--- src/rtl/reg_dump_pkg.sv ---
// Shared types and constants for the register-file dump reader.
// Address arithmetic wraps at the register count.
package reg_dump_pkg;

  localparam int DATA_W   = 32;
  localparam int ADDR_W   = 5;
  localparam int NUM_REGS = 32;

  typedef enum logic [1:0] {
    IDLE = 2'd0,
    READ = 2'd1,
    SEND = 2'd2,
    DONE = 2'd3
  } state_t;

  // Next register address; the 5-bit width provides the 31 -> 0 wrap.
  function automatic logic [ADDR_W-1:0] next_index(input logic [ADDR_W-1:0] idx);
    return idx + 1'b1;
  endfunction

endpackage

--- src/rtl/reg_dump_reader_if.sv ---
// Request, register-file read port and output stream of the dump reader.
// The master modport is the reader; the slave modport is its environment.
interface reg_dump_reader_if;
  import reg_dump_pkg::*;

  logic              start;
  logic              abort;
  logic [ADDR_W-1:0] first_reg;
  logic [ADDR_W-1:0] last_reg;
  logic [ADDR_W-1:0] ReadRegister;
  logic [DATA_W-1:0] ReadData;
  logic              out_valid;
  logic              out_ready;
  logic [DATA_W-1:0] out_data;
  logic [ADDR_W-1:0] out_index;
  logic              out_last;
  logic              busy;
  logic              done;
  logic [DATA_W-1:0] checksum;

  modport master (
    input  start, abort, first_reg, last_reg, ReadData, out_ready,
    output ReadRegister, out_valid, out_data, out_index, out_last,
           busy, done, checksum
  );

  modport slave (
    output start, abort, first_reg, last_reg, ReadData, out_ready,
    input  ReadRegister, out_valid, out_data, out_index, out_last,
           busy, done, checksum
  );

endinterface

--- src/rtl/reg_dump_reader.sv ---
// Walks a wrapping range of register addresses through one read port and
// streams each captured word out with its index and a running checksum.
module reg_dump_reader
  import reg_dump_pkg::*;
(
  input  logic              clk,
  input  logic              reset,
  reg_dump_reader_if.master bus
);

  state_t            state_reg, state_next;
  logic [ADDR_W-1:0] index_reg, index_next;
  logic [ADDR_W-1:0] end_reg, end_next;
  logic [DATA_W-1:0] out_data_reg, out_data_next;
  logic [ADDR_W-1:0] out_index_reg, out_index_next;
  logic              out_last_reg, out_last_next;
  logic [DATA_W-1:0] checksum_reg, checksum_next;

  always_ff @(posedge clk or negedge reset) begin
    if (!reset) begin
      state_reg     <= IDLE;
      index_reg     <= '0;
      end_reg       <= '0;
      out_data_reg  <= '0;
      out_index_reg <= '0;
      out_last_reg  <= 1'b0;
      checksum_reg  <= '0;
    end else begin
      state_reg     <= state_next;
      index_reg     <= index_next;
      end_reg       <= end_next;
      out_data_reg  <= out_data_next;
      out_index_reg <= out_index_next;
      out_last_reg  <= out_last_next;
      checksum_reg  <= checksum_next;
    end
  end

  always_comb begin
    state_next     = state_reg;
    index_next     = index_reg;
    end_next       = end_reg;
    out_data_next  = out_data_reg;
    out_index_next = out_index_reg;
    out_last_next  = out_last_reg;
    checksum_next  = checksum_reg;

    case (state_reg)
      IDLE: begin
        // start beats a simultaneous abort here because abort is not examined
        if (bus.start) begin
          index_next    = bus.first_reg;
          end_next      = bus.last_reg;
          checksum_next = '0;
          state_next    = READ;
        end
      end
      READ: begin
        if (bus.abort) begin
          state_next = IDLE;
        end else begin
          out_data_next  = bus.ReadData;
          out_index_next = index_reg;
          out_last_next  = (index_reg == end_reg);
          state_next     = SEND;
        end
      end
      SEND: begin
        // abort wins over a handshake in the same cycle
        if (bus.abort) begin
          state_next = IDLE;
        end else if (bus.out_ready) begin
          checksum_next = checksum_reg + out_data_reg;
          if (out_last_reg) begin
            state_next = DONE;
          end else begin
            index_next = next_index(index_reg);
            state_next = READ;
          end
        end
      end
      DONE:    state_next = IDLE;
      default: state_next = IDLE;
    endcase
  end

  assign bus.ReadRegister = index_reg;
  assign bus.out_valid    = (state_reg == SEND);
  assign bus.out_data     = out_data_reg;
  assign bus.out_index    = out_index_reg;
  assign bus.out_last     = out_last_reg;
  assign bus.busy         = (state_reg != IDLE);
  assign bus.done         = (state_reg == DONE);
  assign bus.checksum     = checksum_reg;

endmodule

--- src/flat_wrapper.sv ---
// flat-port wrapper written by rule: the top's interface ports become plain ports
module reg_dump_reader_flat import reg_dump_pkg::*;
  (clk, reset, bus_start, bus_abort, bus_first_reg, bus_last_reg, bus_ReadData, bus_out_ready, bus_ReadRegister, bus_out_valid, bus_out_data, bus_out_index, bus_out_last, bus_busy, bus_done, bus_checksum);
  reg_dump_reader_if bus_i ();
  input  logic clk;
  input  logic reset;
  input wire logic [$bits(bus_i.start)-1:0] bus_start;
  input wire logic [$bits(bus_i.abort)-1:0] bus_abort;
  input wire logic [$bits(bus_i.first_reg)-1:0] bus_first_reg;
  input wire logic [$bits(bus_i.last_reg)-1:0] bus_last_reg;
  input wire logic [$bits(bus_i.ReadData)-1:0] bus_ReadData;
  input wire logic [$bits(bus_i.out_ready)-1:0] bus_out_ready;
  output wire logic [$bits(bus_i.ReadRegister)-1:0] bus_ReadRegister;
  output wire logic [$bits(bus_i.out_valid)-1:0] bus_out_valid;
  output wire logic [$bits(bus_i.out_data)-1:0] bus_out_data;
  output wire logic [$bits(bus_i.out_index)-1:0] bus_out_index;
  output wire logic [$bits(bus_i.out_last)-1:0] bus_out_last;
  output wire logic [$bits(bus_i.busy)-1:0] bus_busy;
  output wire logic [$bits(bus_i.done)-1:0] bus_done;
  output wire logic [$bits(bus_i.checksum)-1:0] bus_checksum;
  assign bus_i.start = bus_start;
  assign bus_i.abort = bus_abort;
  assign bus_i.first_reg = bus_first_reg;
  assign bus_i.last_reg = bus_last_reg;
  assign bus_i.ReadData = bus_ReadData;
  assign bus_i.out_ready = bus_out_ready;
  assign bus_ReadRegister = bus_i.ReadRegister;
  assign bus_out_valid = bus_i.out_valid;
  assign bus_out_data = bus_i.out_data;
  assign bus_out_index = bus_i.out_index;
  assign bus_out_last = bus_i.out_last;
  assign bus_busy = bus_i.busy;
  assign bus_done = bus_i.done;
  assign bus_checksum = bus_i.checksum;
  reg_dump_reader u_core (.clk(clk), .reset(reset), .bus(bus_i));
endmodule
--- config.mk ---
export PLATFORM = sky130hd
export DESIGN_NAME = reg_dump_reader_flat
export DESIGN_NICKNAME = d
export VERILOG_FILES = /design/src/rtl/reg_dump_pkg.sv /design/src/rtl/reg_dump_reader_if.sv /design/src/rtl/reg_dump_reader.sv /design/src/flat_wrapper.sv
export SDC_FILE = /design/constraint.sdc
export NUM_CORES = 1
export LEC_CHECK = 0
export CAP_MARGIN = 25
export CORE_AREA = 5 5 100 102
export CTS_CLUSTER_SIZE = 8
export DETAILED_ROUTE_END_ITERATION = 16
export DIE_AREA = 0 0 105 107
export GPL_ROUTABILITY_DRIVEN = 1
export PLACE_DENSITY_LB_ADDON = 0.3
export SETUP_SLACK_MARGIN = 0.15
export SLEW_MARGIN = 5
export SYNTH_ARGS = -nofsm -noshare
export SYNTH_HDL_FRONTEND = slang
export SYNTH_SLANG_ARGS = --single-unit
--- constraint.sdc ---
create_clock -name clk -period 3.9 [get_ports clk]
set_input_delay 0.585 -clock clk [delete_from_list [all_inputs] [get_ports clk]]
set_output_delay 0.585 -clock clk [all_outputs]
set_load 0.05 [all_outputs]
==> flow_metrics.py <==
metrics = {
    "sta": {
        "fin_tns_setup_ns": 0,
        "worstMarginPinSlew_ns": 0.814,
        "fin_crit_sh_pct": 75.6,
        "whs_ns": 0.303,
        "setup_viol": 0,
        "slew_headroom_pct": 44.3,
        "slew_violations": 0,
        "rsz0062_at_grt": "no",
        "period_minus_slack_ns": 2.95,
        "fmax_mhz": 339,
        "fin_skew_ns": 0.0113,
        "finalHoldViolCount": 0,
    },
    "pwr": {
        "switching_share_pct": 45.6,
        "power.share.sequential_pct": 30.7,
        "comb_power_share_pct": 53.5,
        "p_switching_mw": 1.86,
        "ir_drop_mv": 0.412,
        "leakage_nw": 2.66,
        "power_density_nw_per_um2": 653,
        "pwr-share-clk_pct": 15.8,
        "intPower_mw": 2.21,
    },
    "clock_network": {
        "cts_tree": "built",
        "root_buffer": "clkbuf_8",
        "cts_max_path_buffers": 2,
        "numCtsBuffers": 9,
        "path_clk_slew_ns": 0.08,
        "clock_sinks": 82,
        "clk_latency_ns": 0.35,
        "cts_max_level": 3,
        "holdBufCountCts": 0,
        "cts_setup_buffers": 0,
        "post_cts_resized": 0,
    },
    "floorplanning": {
        "rows": 35,
        "die-area_sq_um": 11200,
        "pin_count": 125,
        "die_w_microns": 105,
        "core_area_sq_um": 9020,
        "fp.dieH_microns": 107,
        "start_util_pct": 51.8,
    },
    "finish": {
        "synthToLayoutAreaGrowth_pct": 33.5,
        "final_cells": 701,
        "nets": 665,
        "drive_above_1_share_pct": 11.7,
        "multiInputGateArea_sq_um": 2520,
        "finish.utilization_pct": 69.2,
        "fillers": 698,
        "num_antenna_cells": 0,
        "layout.area.seq_sq_um": 2050,
    },
    "critical_path": {
        "crit_path_max_fanout": 5,
        "cp-start-kind": "flip-flop",
        "crit_arrival_ns": 3.22,
        "critPathRequiredTime_ns": 4.17,
        "endpoint_kind": "flip-flop",
        "crit_type": "reg -> reg",
    },
    "yosys": {
        "ys_seq_area_share_pct": 43.9,
        "ys_top_cells_by_area": "dfrtp_1 44%, mux2_2 9.9%, ha_1 8.6%, a21oi_1 4.3%, nand2_1 3.8%",
        "avgSynthCellArea_sq_um": 10.2,
        "synth_top_area_share_pct": 43.9,
        "syn_nets": 540,
        "synth_top_cell_by_area": "dfrtp_1",
        "syn-instance-count": 460,
        "yosys-top-cells-count": "82 x dfrtp_1, 47 x nand2_1, 41 x mux2_2",
        "yosysMostFrequentCell": "dfrtp_1",
        "ys_ff_latch": 82,
        "synth_edf_count": 0,
        "synthDistinctLibCells": 52,
        "ys.flop_type": "dfrtp_1",
        "yosysWarnings": 0,
        "synthArstFlopShare_pct": 100,
        "synth.cell_area_sq_um": 4670,
    },
    "detailed_routing": {
        "drtIter0Drc": 127,
        "drt-pass1-iter-count": 4,
        "detail_route.wl_per_cell_microns": 16.8,
        "drt_wl_total_microns": 11700,
        "drt-vias-per-instance": 5.62,
        "drc": 0,
        "via_count": 3940,
        "detail-route-antenna-nets": 0,
    },
    "global_route": {
        "grt_use_total_pct": 20.9,
        "grt-ovfl-total": 0,
        "antenna_found_initial": 0,
        "grt_max_degree": 60,
        "grt_pass1_wl_microns": 19400,
        "grt_pass1_vias": 4066,
    },
    "place": {
        "placed_cells": 685,
        "dpl.hpwl_microns": 8690,
        "place.gp.congestion": 0.883,
        "port_buffers": 124,
    },
    "job": {
        "cap_violations": 0,
    },
    "min_path": {
        "hold_class": "in -> async",
    },
    "status": {
        "status": "completed",
    },
}
placed cells by master (no fill, tap or decap), types with 2 or more instances in the layout:
cell,n
a21o_1,13
a21oi_1,40
a22o_1,5
a31oi_1,4
a32o_1,2
and2_1,4
and3_1,2
buf_4,4
clkbuf_8,11
clkdlybuf4s50_1,123
clkinvlp_4,2
dfrtp_1,82
ha_1,32
inv_1,15
mux2_2,41
nand2_1,47
nand2b_1,7
nand3_1,10
nand3b_1,2
nand4_1,5
nor2_1,18
nor2b_1,4
nor3_1,3
nor3b_1,3
o21a_1,2
o21ai_0,26
o21ai_1,17
o21bai_1,2
o22ai_1,5
or2_2,2
xnor2_1,16
xor2_1,15
per-stage QoR:
stage / instance area [sq um] / power (mW) / setup WS (ns)
after floorplan: 4670 / 2.76 / 0.901
after global placement: 6030 / 3.39 / 1.07
after detailed placement: 6030 / 3.44 / 0.960
after CTS: 6240 / 4.10 / 0.956
after global routing: 6240 / 4.30 / 0.700
final: 6240 / 4.07 / 0.950
power by group through the flow:
stage,registers [mW],logic [mW],clock network (mW)
3_5_place_dp,1.27,2.18,0
4_1_cts,1.25,2.19,0.661
3_3_place_gp,1.25,2.13,0
2_1_floorplan,1.91,0.843,0
6_report,1.25,2.18,0.645
5_1_grt,1.29,2.32,0.695
worst max-delay path, stage by stage (launching register included):
cell and delay, ns:
dfrtp_1 0.38, ha_1 0.18, inv_1 0.06, fa_1 0.37, nand2b_1 0.20, a21oi_2 0.19, o311ai_2 0.13, a211oi_2 0.32
a31oi_2 0.22, o31ai_4 0.40, a31oi_1 0.15, xor2_1 0.16, o21ai_1 0.11
cell type report:
type                       instances  share of cell area, %
multi-input combinational        349                   40.4
sequential                        82                   32.9
timing repair buffer             127                   20.2
clock buffer                      12                   2.49
tap                              111                   2.23
inverter                          16                  0.963
clock inverter                     4                  0.802
final timing paths:
check	endpoint	slack [ns]	startpoint	depth (start not counted)
max in group asynchronous	u_core.bus.checksum[18]	2.76	reset	2
min in group clk	u_core.bus.out_index[2]	0.51	u_core.bus.out_index[2]	1
hold / removal	u_core.bus.out_data[23]	0.30	reset	1
setup / recovery	u_core.bus.checksum[26]	0.95	u_core.bus.checksum[0]	12
setup reg to reg	u_core.bus.checksum[26]	0.95	u_core.bus.checksum[0]	12
hold reg to reg	u_core.bus.out_index[2]	0.51	u_core.bus.out_index[2]	1
logic make-up (layout without fill, tap and decap cells):
| group | after synthesis | after routing | share of synthesized area (%) |
|---|---|---|---|
| buf+inv | 29 | 159 | 2.33 |
| mux | 42 | 42 | 10.1 |
| simple gates | 112 | 112 | 11.4 |
| xor+xnor | 31 | 31 | 5.81 |
| compound gates | 131 | 131 | 17.5 |
| fa+ha+maj | 33 | 33 | 8.99 |
| flops | 82 | 82 | 43.9 |
metal layers:
layer  vias up  track usage, %  part of all wire (%)
met1      1912            25.9                    42
met5         -               0                     0
met4         0            6.30                  0.58
met3         8            6.92                   6.9
li1       1898               -                     -
met2       122            34.9                    51
Note: power is estimated with default switching activity, not from simulation.
